File: src/rtl/alu_issue_scheduler_if.sv
// rtl/alu_issue_scheduler_if.sv - dispatch, broadcast and ALU issue signal bundle
interface alu_issue_scheduler_if #(
  parameter int CSU_SIZE_BITS = 4
);
  logic                     disp_valid;
  logic [CSU_SIZE_BITS-1:0] disp_ins_id;
  logic                     disp_rs1_rdy;
  logic [31:0]              disp_rs1_val;
  logic [CSU_SIZE_BITS-1:0] disp_rs1_tag;
  logic                     disp_rs2_rdy;
  logic [31:0]              disp_rs2_val;
  logic [CSU_SIZE_BITS-1:0] disp_rs2_tag;
  logic [31:0]              disp_imm;
  logic [5:0]               disp_shamt;
  logic [6:0]               disp_opcode;
  logic [2:0]               disp_funct3;
  logic [6:0]               disp_funct7;
  logic [31:0]              disp_pc;
  logic                     disp_is_compressed;
  logic                     rs_full;

  logic                     cdb0_valid;
  logic [CSU_SIZE_BITS-1:0] cdb0_id;
  logic [31:0]              cdb0_val;
  logic                     cdb1_valid;
  logic [CSU_SIZE_BITS-1:0] cdb1_id;
  logic [31:0]              cdb1_val;

  logic                     have_ins;
  logic [CSU_SIZE_BITS-1:0] ins_id;
  logic [31:0]              rs1_val;
  logic [31:0]              rs2_val;
  logic [31:0]              imm_val;
  logic [5:0]               shamt_val;
  logic [6:0]               opcode;
  logic [2:0]               funct3;
  logic [6:0]               funct7;
  logic [31:0]              request_PC;
  logic                     is_compressed_ins;

  modport master (
    output disp_valid, disp_ins_id, disp_rs1_rdy, disp_rs1_val, disp_rs1_tag,
           disp_rs2_rdy, disp_rs2_val, disp_rs2_tag, disp_imm, disp_shamt,
           disp_opcode, disp_funct3, disp_funct7, disp_pc, disp_is_compressed,
           cdb0_valid, cdb0_id, cdb0_val, cdb1_valid, cdb1_id, cdb1_val,
    input  rs_full, have_ins, ins_id, rs1_val, rs2_val, imm_val, shamt_val,
           opcode, funct3, funct7, request_PC, is_compressed_ins
  );

  modport slave (
    input  disp_valid, disp_ins_id, disp_rs1_rdy, disp_rs1_val, disp_rs1_tag,
           disp_rs2_rdy, disp_rs2_val, disp_rs2_tag, disp_imm, disp_shamt,
           disp_opcode, disp_funct3, disp_funct7, disp_pc, disp_is_compressed,
           cdb0_valid, cdb0_id, cdb0_val, cdb1_valid, cdb1_id, cdb1_val,
    output rs_full, have_ins, ins_id, rs1_val, rs2_val, imm_val, shamt_val,
           opcode, funct3, funct7, request_PC, is_compressed_ins
  );
endinterface

File: src/rtl/alu_issue_scheduler.sv
// rtl/alu_issue_scheduler.sv - ALU reservation station with CDB wake-up and in-order-by-slot issue
// Optional performance counters are enabled with `define ALU_ISSUE_SCHED_PERF_EN.
module alu_issue_scheduler #(
  parameter int RS_SIZE_BITS  = 3,
  parameter int CSU_SIZE_BITS = 4
) (
  input  logic clk_in,
  input  logic rst_in,
  input  logic rdy_in,
  input  logic flush_pipline,
  alu_issue_scheduler_if.slave io
`ifdef ALU_ISSUE_SCHED_PERF_EN
  ,
  output logic [31:0] perf_issue_cnt,
  output logic [31:0] perf_full_stall_cnt,
  output logic [31:0] perf_wait_cnt
`endif
);

  localparam int RS_SIZE = 1 << RS_SIZE_BITS;

  typedef struct packed {
    logic                     valid;
    logic                     rs1_rdy;
    logic [31:0]              rs1_val;
    logic [CSU_SIZE_BITS-1:0] rs1_tag;
    logic                     rs2_rdy;
    logic [31:0]              rs2_val;
    logic [CSU_SIZE_BITS-1:0] rs2_tag;
    logic [CSU_SIZE_BITS-1:0] ins_id;
    logic [31:0]              imm;
    logic [5:0]               shamt;
    logic [6:0]               opcode;
    logic [2:0]               funct3;
    logic [6:0]               funct7;
    logic [31:0]              pc;
    logic                     is_c;
  } entry_t;

  typedef struct packed {
    logic                     have_ins;
    logic [CSU_SIZE_BITS-1:0] ins_id;
    logic [31:0]              rs1_val;
    logic [31:0]              rs2_val;
    logic [31:0]              imm;
    logic [5:0]               shamt;
    logic [6:0]               opcode;
    logic [2:0]               funct3;
    logic [6:0]               funct7;
    logic [31:0]              pc;
    logic                     is_c;
  } issue_t;

  entry_t ent_q [RS_SIZE];
  entry_t ent_d [RS_SIZE];
  issue_t iss_q;
  issue_t iss_d;

  logic [RS_SIZE-1:0]      valid_vec;
  logic [RS_SIZE-1:0]      elig_vec;
  logic                    sel_found;
  logic [RS_SIZE_BITS-1:0] sel_idx;
  logic                    free_found;
  logic [RS_SIZE_BITS-1:0] free_idx;
  logic                    rs_full;

  // Eligibility uses registered rdy bits only, so a wake-up can never issue in its own cycle.
  always_comb begin
    valid_vec  = '0;
    elig_vec   = '0;
    sel_found  = 1'b0;
    sel_idx    = '0;
    free_found = 1'b0;
    free_idx   = '0;
    for (int i = 0; i < RS_SIZE; i++) begin
      valid_vec[i] = ent_q[i].valid;
      elig_vec[i]  = ent_q[i].valid && ent_q[i].rs1_rdy && ent_q[i].rs2_rdy;
    end
    for (int i = RS_SIZE - 1; i >= 0; i--) begin
      if (elig_vec[i]) begin
        sel_found = 1'b1;
        sel_idx   = i[RS_SIZE_BITS-1:0];
      end
      if (!valid_vec[i]) begin
        free_found = 1'b1;
        free_idx   = i[RS_SIZE_BITS-1:0];
      end
    end
  end

  assign rs_full = &valid_vec;

  always_comb begin
    for (int i = 0; i < RS_SIZE; i++) begin
      ent_d[i] = ent_q[i];
    end
    iss_d = iss_q;

    if (rdy_in) begin
      iss_d.have_ins = 1'b0;
      if (flush_pipline) begin
        for (int i = 0; i < RS_SIZE; i++) begin
          ent_d[i].valid = 1'b0;
        end
      end else begin
        for (int i = 0; i < RS_SIZE; i++) begin
          if (ent_q[i].valid && !ent_q[i].rs1_rdy) begin
            if (io.cdb0_valid && io.cdb0_id == ent_q[i].rs1_tag) begin
              ent_d[i].rs1_rdy = 1'b1;
              ent_d[i].rs1_val = io.cdb0_val;
            end else if (io.cdb1_valid && io.cdb1_id == ent_q[i].rs1_tag) begin
              ent_d[i].rs1_rdy = 1'b1;
              ent_d[i].rs1_val = io.cdb1_val;
            end
          end
          if (ent_q[i].valid && !ent_q[i].rs2_rdy) begin
            if (io.cdb0_valid && io.cdb0_id == ent_q[i].rs2_tag) begin
              ent_d[i].rs2_rdy = 1'b1;
              ent_d[i].rs2_val = io.cdb0_val;
            end else if (io.cdb1_valid && io.cdb1_id == ent_q[i].rs2_tag) begin
              ent_d[i].rs2_rdy = 1'b1;
              ent_d[i].rs2_val = io.cdb1_val;
            end
          end
        end

        if (sel_found) begin
          iss_d.have_ins = 1'b1;
          iss_d.ins_id   = ent_q[sel_idx].ins_id;
          iss_d.rs1_val  = ent_q[sel_idx].rs1_val;
          iss_d.rs2_val  = ent_q[sel_idx].rs2_val;
          iss_d.imm      = ent_q[sel_idx].imm;
          iss_d.shamt    = ent_q[sel_idx].shamt;
          iss_d.opcode   = ent_q[sel_idx].opcode;
          iss_d.funct3   = ent_q[sel_idx].funct3;
          iss_d.funct7   = ent_q[sel_idx].funct7;
          iss_d.pc       = ent_q[sel_idx].pc;
          iss_d.is_c     = ent_q[sel_idx].is_c;
          ent_d[sel_idx].valid = 1'b0;
        end

        // The free slot comes from registered valids, so it never collides with the issuing slot.
        if (io.disp_valid && free_found) begin
          ent_d[free_idx].valid   = 1'b1;
          ent_d[free_idx].ins_id  = io.disp_ins_id;
          ent_d[free_idx].rs1_tag = io.disp_rs1_tag;
          ent_d[free_idx].rs2_tag = io.disp_rs2_tag;
          ent_d[free_idx].imm     = io.disp_imm;
          ent_d[free_idx].shamt   = io.disp_shamt;
          ent_d[free_idx].opcode  = io.disp_opcode;
          ent_d[free_idx].funct3  = io.disp_funct3;
          ent_d[free_idx].funct7  = io.disp_funct7;
          ent_d[free_idx].pc      = io.disp_pc;
          ent_d[free_idx].is_c    = io.disp_is_compressed;
          ent_d[free_idx].rs1_rdy = io.disp_rs1_rdy;
          ent_d[free_idx].rs1_val = io.disp_rs1_val;
          ent_d[free_idx].rs2_rdy = io.disp_rs2_rdy;
          ent_d[free_idx].rs2_val = io.disp_rs2_val;
          if (!io.disp_rs1_rdy) begin
            if (io.cdb0_valid && io.cdb0_id == io.disp_rs1_tag) begin
              ent_d[free_idx].rs1_rdy = 1'b1;
              ent_d[free_idx].rs1_val = io.cdb0_val;
            end else if (io.cdb1_valid && io.cdb1_id == io.disp_rs1_tag) begin
              ent_d[free_idx].rs1_rdy = 1'b1;
              ent_d[free_idx].rs1_val = io.cdb1_val;
            end
          end
          if (!io.disp_rs2_rdy) begin
            if (io.cdb0_valid && io.cdb0_id == io.disp_rs2_tag) begin
              ent_d[free_idx].rs2_rdy = 1'b1;
              ent_d[free_idx].rs2_val = io.cdb0_val;
            end else if (io.cdb1_valid && io.cdb1_id == io.disp_rs2_tag) begin
              ent_d[free_idx].rs2_rdy = 1'b1;
              ent_d[free_idx].rs2_val = io.cdb1_val;
            end
          end
        end
      end
    end
  end

  always_ff @(posedge clk_in) begin
    if (!rst_in) begin
      for (int i = 0; i < RS_SIZE; i++) begin
        ent_q[i] <= '0;
      end
      iss_q <= '0;
    end else begin
      for (int i = 0; i < RS_SIZE; i++) begin
        ent_q[i] <= ent_d[i];
      end
      iss_q <= iss_d;
    end
  end

  assign io.rs_full           = rs_full;
  assign io.have_ins          = iss_q.have_ins;
  assign io.ins_id            = iss_q.ins_id;
  assign io.rs1_val           = iss_q.rs1_val;
  assign io.rs2_val           = iss_q.rs2_val;
  assign io.imm_val           = iss_q.imm;
  assign io.shamt_val         = iss_q.shamt;
  assign io.opcode            = iss_q.opcode;
  assign io.funct3            = iss_q.funct3;
  assign io.funct7            = iss_q.funct7;
  assign io.request_PC        = iss_q.pc;
  assign io.is_compressed_ins = iss_q.is_c;

`ifdef ALU_ISSUE_SCHED_PERF_EN
  logic [31:0] perf_issue_q, perf_issue_d;
  logic [31:0] perf_stall_q, perf_stall_d;
  logic [31:0] perf_wait_q,  perf_wait_d;

  // Counters survive flush; only reset clears them.
  always_comb begin
    perf_issue_d = perf_issue_q;
    perf_stall_d = perf_stall_q;
    perf_wait_d  = perf_wait_q;
    if (rdy_in) begin
      if (!flush_pipline && sel_found) perf_issue_d = perf_issue_q + 32'd1;
      if (io.disp_valid && rs_full)    perf_stall_d = perf_stall_q + 32'd1;
      if ((|valid_vec) && !sel_found)  perf_wait_d  = perf_wait_q + 32'd1;
    end
  end

  always_ff @(posedge clk_in) begin
    if (!rst_in) begin
      perf_issue_q <= '0;
      perf_stall_q <= '0;
      perf_wait_q  <= '0;
    end else begin
      perf_issue_q <= perf_issue_d;
      perf_stall_q <= perf_stall_d;
      perf_wait_q  <= perf_wait_d;
    end
  end

  assign perf_issue_cnt      = perf_issue_q;
  assign perf_full_stall_cnt = perf_stall_q;
  assign perf_wait_cnt       = perf_wait_q;
`endif

endmodule

File: src/flat_wrapper.sv
// flat-port wrapper written by rule: the top's interface ports become plain ports
module alu_issue_scheduler_flat 
#(
  parameter int RS_SIZE_BITS  = 3,
  parameter int CSU_SIZE_BITS = 4
)
  (clk_in, rst_in, rdy_in, flush_pipline, io_disp_valid, io_disp_ins_id, io_disp_rs1_rdy, io_disp_rs1_val, io_disp_rs1_tag, io_disp_rs2_rdy, io_disp_rs2_val, io_disp_rs2_tag, io_disp_imm, io_disp_shamt, io_disp_opcode, io_disp_funct3, io_disp_funct7, io_disp_pc, io_disp_is_compressed, io_cdb0_valid, io_cdb0_id, io_cdb0_val, io_cdb1_valid, io_cdb1_id, io_cdb1_val, io_rs_full, io_have_ins, io_ins_id, io_rs1_val, io_rs2_val, io_imm_val, io_shamt_val, io_opcode, io_funct3, io_funct7, io_request_PC, io_is_compressed_ins);
  alu_issue_scheduler_if #(.CSU_SIZE_BITS(CSU_SIZE_BITS)) io_i ();
  input  logic clk_in;
  input  logic rst_in;
  input  logic rdy_in;
  input  logic flush_pipline;
  input wire logic [$bits(io_i.disp_valid)-1:0] io_disp_valid;
  input wire logic [$bits(io_i.disp_ins_id)-1:0] io_disp_ins_id;
  input wire logic [$bits(io_i.disp_rs1_rdy)-1:0] io_disp_rs1_rdy;
  input wire logic [$bits(io_i.disp_rs1_val)-1:0] io_disp_rs1_val;
  input wire logic [$bits(io_i.disp_rs1_tag)-1:0] io_disp_rs1_tag;
  input wire logic [$bits(io_i.disp_rs2_rdy)-1:0] io_disp_rs2_rdy;
  input wire logic [$bits(io_i.disp_rs2_val)-1:0] io_disp_rs2_val;
  input wire logic [$bits(io_i.disp_rs2_tag)-1:0] io_disp_rs2_tag;
  input wire logic [$bits(io_i.disp_imm)-1:0] io_disp_imm;
  input wire logic [$bits(io_i.disp_shamt)-1:0] io_disp_shamt;
  input wire logic [$bits(io_i.disp_opcode)-1:0] io_disp_opcode;
  input wire logic [$bits(io_i.disp_funct3)-1:0] io_disp_funct3;
  input wire logic [$bits(io_i.disp_funct7)-1:0] io_disp_funct7;
  input wire logic [$bits(io_i.disp_pc)-1:0] io_disp_pc;
  input wire logic [$bits(io_i.disp_is_compressed)-1:0] io_disp_is_compressed;
  input wire logic [$bits(io_i.cdb0_valid)-1:0] io_cdb0_valid;
  input wire logic [$bits(io_i.cdb0_id)-1:0] io_cdb0_id;
  input wire logic [$bits(io_i.cdb0_val)-1:0] io_cdb0_val;
  input wire logic [$bits(io_i.cdb1_valid)-1:0] io_cdb1_valid;
  input wire logic [$bits(io_i.cdb1_id)-1:0] io_cdb1_id;
  input wire logic [$bits(io_i.cdb1_val)-1:0] io_cdb1_val;
  output wire logic [$bits(io_i.rs_full)-1:0] io_rs_full;
  output wire logic [$bits(io_i.have_ins)-1:0] io_have_ins;
  output wire logic [$bits(io_i.ins_id)-1:0] io_ins_id;
  output wire logic [$bits(io_i.rs1_val)-1:0] io_rs1_val;
  output wire logic [$bits(io_i.rs2_val)-1:0] io_rs2_val;
  output wire logic [$bits(io_i.imm_val)-1:0] io_imm_val;
  output wire logic [$bits(io_i.shamt_val)-1:0] io_shamt_val;
  output wire logic [$bits(io_i.opcode)-1:0] io_opcode;
  output wire logic [$bits(io_i.funct3)-1:0] io_funct3;
  output wire logic [$bits(io_i.funct7)-1:0] io_funct7;
  output wire logic [$bits(io_i.request_PC)-1:0] io_request_PC;
  output wire logic [$bits(io_i.is_compressed_ins)-1:0] io_is_compressed_ins;
  assign io_i.disp_valid = io_disp_valid;
  assign io_i.disp_ins_id = io_disp_ins_id;
  assign io_i.disp_rs1_rdy = io_disp_rs1_rdy;
  assign io_i.disp_rs1_val = io_disp_rs1_val;
  assign io_i.disp_rs1_tag = io_disp_rs1_tag;
  assign io_i.disp_rs2_rdy = io_disp_rs2_rdy;
  assign io_i.disp_rs2_val = io_disp_rs2_val;
  assign io_i.disp_rs2_tag = io_disp_rs2_tag;
  assign io_i.disp_imm = io_disp_imm;
  assign io_i.disp_shamt = io_disp_shamt;
  assign io_i.disp_opcode = io_disp_opcode;
  assign io_i.disp_funct3 = io_disp_funct3;
  assign io_i.disp_funct7 = io_disp_funct7;
  assign io_i.disp_pc = io_disp_pc;
  assign io_i.disp_is_compressed = io_disp_is_compressed;
  assign io_i.cdb0_valid = io_cdb0_valid;
  assign io_i.cdb0_id = io_cdb0_id;
  assign io_i.cdb0_val = io_cdb0_val;
  assign io_i.cdb1_valid = io_cdb1_valid;
  assign io_i.cdb1_id = io_cdb1_id;
  assign io_i.cdb1_val = io_cdb1_val;
  assign io_rs_full = io_i.rs_full;
  assign io_have_ins = io_i.have_ins;
  assign io_ins_id = io_i.ins_id;
  assign io_rs1_val = io_i.rs1_val;
  assign io_rs2_val = io_i.rs2_val;
  assign io_imm_val = io_i.imm_val;
  assign io_shamt_val = io_i.shamt_val;
  assign io_opcode = io_i.opcode;
  assign io_funct3 = io_i.funct3;
  assign io_funct7 = io_i.funct7;
  assign io_request_PC = io_i.request_PC;
  assign io_is_compressed_ins = io_i.is_compressed_ins;
  alu_issue_scheduler #(.RS_SIZE_BITS(RS_SIZE_BITS), .CSU_SIZE_BITS(CSU_SIZE_BITS)) u_core (.clk_in(clk_in), .rst_in(rst_in), .rdy_in(rdy_in), .flush_pipline(flush_pipline), .io(io_i));
endmodule
File: config.mk
export PLATFORM = sky130hd
export DESIGN_NAME = alu_issue_scheduler_flat
export DESIGN_NICKNAME = d
export VERILOG_FILES = /design/src/rtl/alu_issue_scheduler_if.sv /design/src/rtl/alu_issue_scheduler.sv /design/src/flat_wrapper.sv
export SDC_FILE = /design/constraint.sdc
export NUM_CORES = 2
export LEC_CHECK = 0
export BUFFER_PORTS_ARGS = -buffer_cell sky130_fd_sc_hd__buf_2
export CORE_MARGIN = 2
export CORE_UTILIZATION = 56
export DETAILED_ROUTE_END_ITERATION = 8
export GPL_ROUTABILITY_DRIVEN = 0
export PLACE_DENSITY = 0.86
export SKIP_LAST_GASP = 1
export SYNTH_ARGS = -nofsm -noshare
export SYNTH_HDL_FRONTEND = slang
export SYNTH_SLANG_ARGS = --single-unit
export TNS_END_PERCENT = 50
File: constraint.sdc
create_clock -name clk_in -period 2.25 [get_ports clk_in]
set_clock_uncertainty 0.15 [all_clocks]
set_input_delay 0.1125 -clock clk_in [delete_from_list [all_inputs] [get_ports clk_in]]
set_output_delay 0.1125 -clock clk_in [all_outputs]
set_load 0.02 [all_outputs]
==> results.md, run 1 <==
Place:
- The half-perimeter wire length after detailed placement is 207000 µm.
- The count of buffers added on input and output ports is ~400.

STA:
- The worst endpoint pin kind is a register data pin.
- Once global-route timing repair stopped, the endpoint with the least setup slack was u_core.ent_q[7][123]$_SDFFE_PN0P_/D.

Logic synthesis:
- In the synthesized netlist, the cells that appear most often are 2180 x nand2_1, 1493 x dfxtp_1, 834 x a21boi_0, 741 x clkbuf_1, 368 x mux2i_1.
- The number of unique standard cell types used by synthesis is just under 90.
- For this run, the number of Yosys warnings is 0.
- The top flip-flop cell by instance count after synthesis is dfxtp_1.
- Of the total synthesized cell area, the portion taken by XOR and XNOR cells is 0.0166.
- The adder-cell share of the synthesized area is 0.
- Yosys attributes the largest share of cell area to dfxtp_1 39%, nand2_1 11%, a21boi_0 8.2%, mux2i_1 4.8%, a221oi_1 3.8%.
- The number of nets in the synthesized netlist is 9371.
- The most common cell in the synthesized netlist is nand2_1.
- The library cell with the largest summed area after synthesis is dfxtp_1.
- The synthesized design contains 0 enable-type register cells.
- In this run, synthesis produced a sequential element count of about 1500.
- In this run the cell area of the synthesized design comes to 76100 µm².
- The synthesized-area fraction occupied by ao, oa, aoi and oai cells is 0.306.
- The sequential area share after synthesis is 0.393.
- The mux contribution to synthesized area is 0.0692.
- Counting flops with an async set or reset pin after synthesis yields a share of 0.
- The main combinational cell family by area after synthesis is compound AO/OA/AOI/OAI gates.
- A synthesized cell averages 8.34 µm².
- The area share of and/or/nand/nor cells after synthesis is 0.152.
- In the synthesized netlist, the number of instances is 9126.
- The share of Yosys cell area claimed by the top area cell type is 0.393.

Global route:
- The number of antenna violations at the first check in global routing is 99.
- The total grt overflow is 12.
- Across every metal layer, demand over resource in global routing totals 0.661.
- Entering global routing, the biggest net connects roughly 170 pins.

Floorplanning:
- The height of the die is between 300 and 400 µm.
- For this configuration, the core starts out at a cell density of 0.563.
- The floorplan step set the die width to between 300 and 400 µm.
- In this run the count of I/O pins placed on the die edge is ~400.
- The count of standard-cell rows is approximately 140.

Outcome:
- The tool reported: "[ERROR GRT-0232] Routing congestion too high. Check the congestion heatmap in the GUI".
- It got as far as global routing (5_1_grt) and failed there.
- The flow did not finish.

Clock tree:
- The H-tree depth reported by CTS is 4.
- The clock tree root driver cell is clkbuf_16.
- The clock passes through at most 3 buffers.
- CTS saw roughly 1500 sinks.
- TritonCTS created ~160 clock buffers.
## logic make-up after synthesis
kind of cell              Yosys count
AOI/OAI and AO/OA                3044
and+or+nand+nor                  2841
DFF                              1493
buffers and inverters            1096
muxes                             508
xor gates and xnor gates          144
## routing by layer
layer / global-route usage / overflow
met5: 0.335 / 1
met4: 0.638 / 7
met3: 0.567 / 1
met2: 0.787 / 3
met1: 0.651 / 0
## repair_timing
item                                     CTS
gates resized for setup                  342
cloned                                    44
pin swaps                                 90
endpoints found under the hold margin   1371
hold buffers                             271
buffers inserted                         111
endpoints found under the setup margin   729
## through the flow
step | cells | TNS, ps | setup slack [ps] | cell area (µm²) | utilization
after floorplan | 9126 | -57.1 | -1.43 | 76100 | -
after global placement | 11000 | -86490 | -312 | 85400 | 0.632
after detailed placement | 11000 | -140290 | -384 | 85400 | 0.632
after CTS | 11700 | -13500 | -120 | 97200 | 0.719
==> run 2, diff against run 1 <==
Settings changed: CORE_UTILIZATION 56 to 40, PLACE_DENSITY 0.86 to default, PLACE_DENSITY_LB_ADDON from default to 0.15.
Clock period 2.25 ns to 2.9 ns, I/O delays scaled along.
==> run 2 against run 1 <==
The flow now finishes, with violations (negative setup slack). Synthesized cell count unchanged. Area after synthesis unchanged.
==> results.md, run 2 <==
Outcome:
- The flow ran to the end, but the final reports show violations.
- The final reports fail on negative setup slack.

Logic synthesis:
- Of the post-synthesis cell area, the part taken by muxes is 0.0692.
- Of the total synthesized cell area, the portion taken by AND, OR, NAND and NOR gates is 0.152.
- Of the total synthesized cell area, the portion taken by full adders, half adders and majority gates is 0.
- For this run, asynchronously set or reset flops after synthesis account for 0.
- The cell count after synthesis is about 9000.
- In this run, synthesis produced a sequential element count of around 1500.
- The share of the Yosys chip area taken by registers is 0.393.
- The library cell with the largest summed area after synthesis is dfxtp_1.
- The synthesized design contains 0 enable-type register cells.
- The top flip-flop cell by instance count after synthesis is dfxtp_1.
- Yosys printed 0 warnings.
- By count the netlist is led by 2180 x nand2_1, 1493 x dfxtp_1, 834 x a21boi_0, 741 x clkbuf_1, 368 x mux2i_1.
- Yosys attributes the largest share of cell area to dfxtp_1 39%, nand2_1 11%, a21boi_0 8.2%, mux2i_1 4.8%, a221oi_1 3.8%.
- When the netlist entered floorplanning its net count stood at ~9400.
- By area, the combinational part of the netlist is dominated by compound AO/OA/AOI/OAI gates.
- The synthesized netlist occupies a cell area of approximately 76000 µm².
- The number of unique standard cell types used by synthesis is slightly below 90.
- The synthesized-area fraction occupied by ao, oa, aoi and oai cells is 0.306.
- The most numerous cell in the Yosys netlist is nand2_1.
- The synthesized area divided by synthesized cell count is between 8 and 9 µm².
- Of the total synthesized cell area, the portion taken by XOR and XNOR cells is 0.0166.
- The share of Yosys cell area claimed by the top area cell type is 0.393.

Drt:
- In the routed layout, each cell is associated on average with a via count of 6.34.
- After detailed routing, the total wire length is approximately 360000 µm.
- The number of DRC violations after detailed-routing iteration 0 is ~9800.
- The number of nets with antenna violations after detailed routing is 0.
- The routed via count is roughly 76000.
- The post-detailed-route wirelength per cell is 29.5 µm.
- The iteration count of the initial detailed-routing pass is 9.
- In the routed design, unresolved DRC markers number 0.

Global route:
- The overall routing resource usage is 0.352.
- The total grt overflow is 0.
- The number of antenna violations at the first check in global routing is 25.
- The pin count of the biggest net entering global routing is ~230.
- The first-pass GRT wire length is 511000 µm.
- The number of global-route vias before repair is approximately 73000.

Finish:
- The leading cell type in the layout, fill and taps excluded is nand2_1.
- In the layout the commonest cells are 2165 x nand2_1, 1493 x dfxtp_1, 834 x a21boi_0.
- The register with the most flip-flops in the layout has 1336 of them.
- After filler insertion, the fill cell instance count of the layout stands at roughly 18000.
- Compared with the post-synthesis result, the final layout area differs by 20.5%.
- The net count of the finished layout is 9639.
- After the flow finishes, the layout carries non-filler instances totaling between 10000 and 15000.
- Of the cells placed in the final design, the portion with a size suffix greater than 1 is 0.147.
- The register with the most flip-flops is u_core.ent_q.

Power:
- Dividing total power by cell area gives a power density of a little over 500 nW/µm².
- The completed layout was analyzed and its total power is approximately 47000 µW.
- The worst IR drop on VDD is around 0.45 mV.
- The static leakage is around 0.032 µW.

Clock tree:
- Clock-pin slew was measured on the worst setup and hold paths at 60 ps.
- The CTS tree is done.
- The clock drives 1493 sinks.
- The number of clock buffers added by TritonCTS is 172.
- The deepest clock path buffer count is 3.
- The latest clock arrival within the worst-skew pair is between 800 and 900 ps.
- The H-tree depth reported by CTS is 4.
- The clock tree root driver cell is clkbuf_16.

Setup path:
- STA classifies the critical path startpoint as a flop.
- Data on the critical path is required at its endpoint by approximately 3600 ps.
- The data arrival time of the worst path is 3590 ps.
- STA classifies the critical path endpoint as a flop.
- In this run the worst path has a maximum fanout of 55.
- The start-to-end type of the worst setup path is reg -> reg.

Floorplanning:
- For this configuration, the core starts out at a cell density of 0.401.
- The width of the die is between 400 and 500 µm.
- The count of standard-cell rows is 160.
- The overall die area is 194000 µm².
- The floorplan step set the die height to ~440 µm.
- The core region is 190000 µm².
- The count of boundary I/O pins is between 400 and 500.

Place:
- During placement, the flow inserted port buffers numbering 402.
- After detailed placement, the design holds a cell count of around 11000.
- The HPWL after detailed placement is 205000 µm.

Run:
- Max-cap violations in this run came to 0.

STA:
- Once routing completed, OpenROAD measured the worst setup slack at -29.5 ps.
- The worst pin sits at a relative slew slack of 0.174.
- Final hold analysis gives a worst-case slack of around 31 ps.
- Setup violations remaining at the end of the flow were counted as 1.
- The final-report max-slew violation count is 0.
- The final critical-path required period is just under 3000 ps.
- Dividing the final minimum period by the clock period gives 1.01.
- The slew at the pin closest to its max-slew limit is 1230 ps.
- The hold violation count in the final report is 0.
- Setup repair after global routing could not meet its margin everywhere.
- Timing would allow up to 341 MHz.

Min path:
- The path category of the worst min-delay check is in -> reg.
-- run 2: cell counts after synthesis --
No cell type changed its count.
-- run 2: worst paths after layout --
kind	to	from	slack, ps	depth (start not counted)
worst max-delay path	u_core.ent_q[6][88]	u_core.ent_q[2][166]	-30	9
worst min-delay path	u_core.ent_q[6][28]	io_disp_pc[27]	30	4
worst max register to register	u_core.ent_q[6][88]	u_core.ent_q[2][166]	-30	9
worst min register to register	u_core.ent_q[2][161]	u_core.ent_q[2][161]	300	2
-- run 2: what timing repair did --
action / in CTS / in global routing
setup endpoints to repair: 0 / 20
resized for setup: 0 / 15
hold endpoints to repair: 1366 / 0
hold buffers: 349 / 0
buffers inserted: 0 / 9
-- run 2: cells by family after synthesis --
kind of cell,count (synthesis)
AO/OA/AOI/OAI,3044
multiplexers,508
AND/OR/NAND/NOR,2841
XOR/XNOR,144
flip-flops,1493
buffers and inverters,1096
-- run 2: per-stage QoR --
stage	setup TNS [ps]	area, µm²	util	setup slack (ps)
2_1_floorplan	0	76100	-	614
3_3_place_gp	-62.9	82200	0.434	-16.1
3_5_place_dp	-2420	82200	0.434	-109
4_1_cts	0	91500	0.483	23.2
5_1_grt	-386	91700	0.484	-82.9
6_report	-29.5	91700	0.484	-29.5
-- run 2: layout make-up --
class	count	area (µm²)	share of cell area
Clock inverter	54	692	0.00754
Clock buffer	260	5130	0.0559
Inverter	16	60.1	0.000655
Multi-Input combinational cell	6537	41900	0.457
Antenna cell	11	27.5	0.000300
Timing Repair Buffer	1174	10900	0.119
Tap cell	2511	3140	0.0343
Sequential cell	1493	29900	0.326
-- run 2: power breakdown --
group / switching [µW] / leakage (µW) / internal, µW
logic: 2390 / 0.0167 / 1410
clock network: 9640 / 0.00286 / 13000
registers: 66.0 / 0.0120 / 20600
total: 12100 / 0.0315 / 35000
-- run 2: metal layers --
layer	track usage	part of all wire	vias to the layer above	wire length, µm
met3	0.0795	0.10	1126	35800
met2	0.550	0.44	4643	157000
met1	0.448	0.39	37400	140000
li1	-	-	33300	-
met5	0	0.00035	-	126
met4	0.198	0.062	20	22200
-- run 2: critical path, cell delays in order, from the launching register on --
cell	delay, ps
dfxtp_1	340
buf_4	180
and4_1	250
and3_1	220
nand2b_1	300
nor2_4	230
buf_12	340
nand2_1	90
a21boi_0	160
dlygate4sd3_1	570
Note: power is estimated with default switching activity, not from simulation.
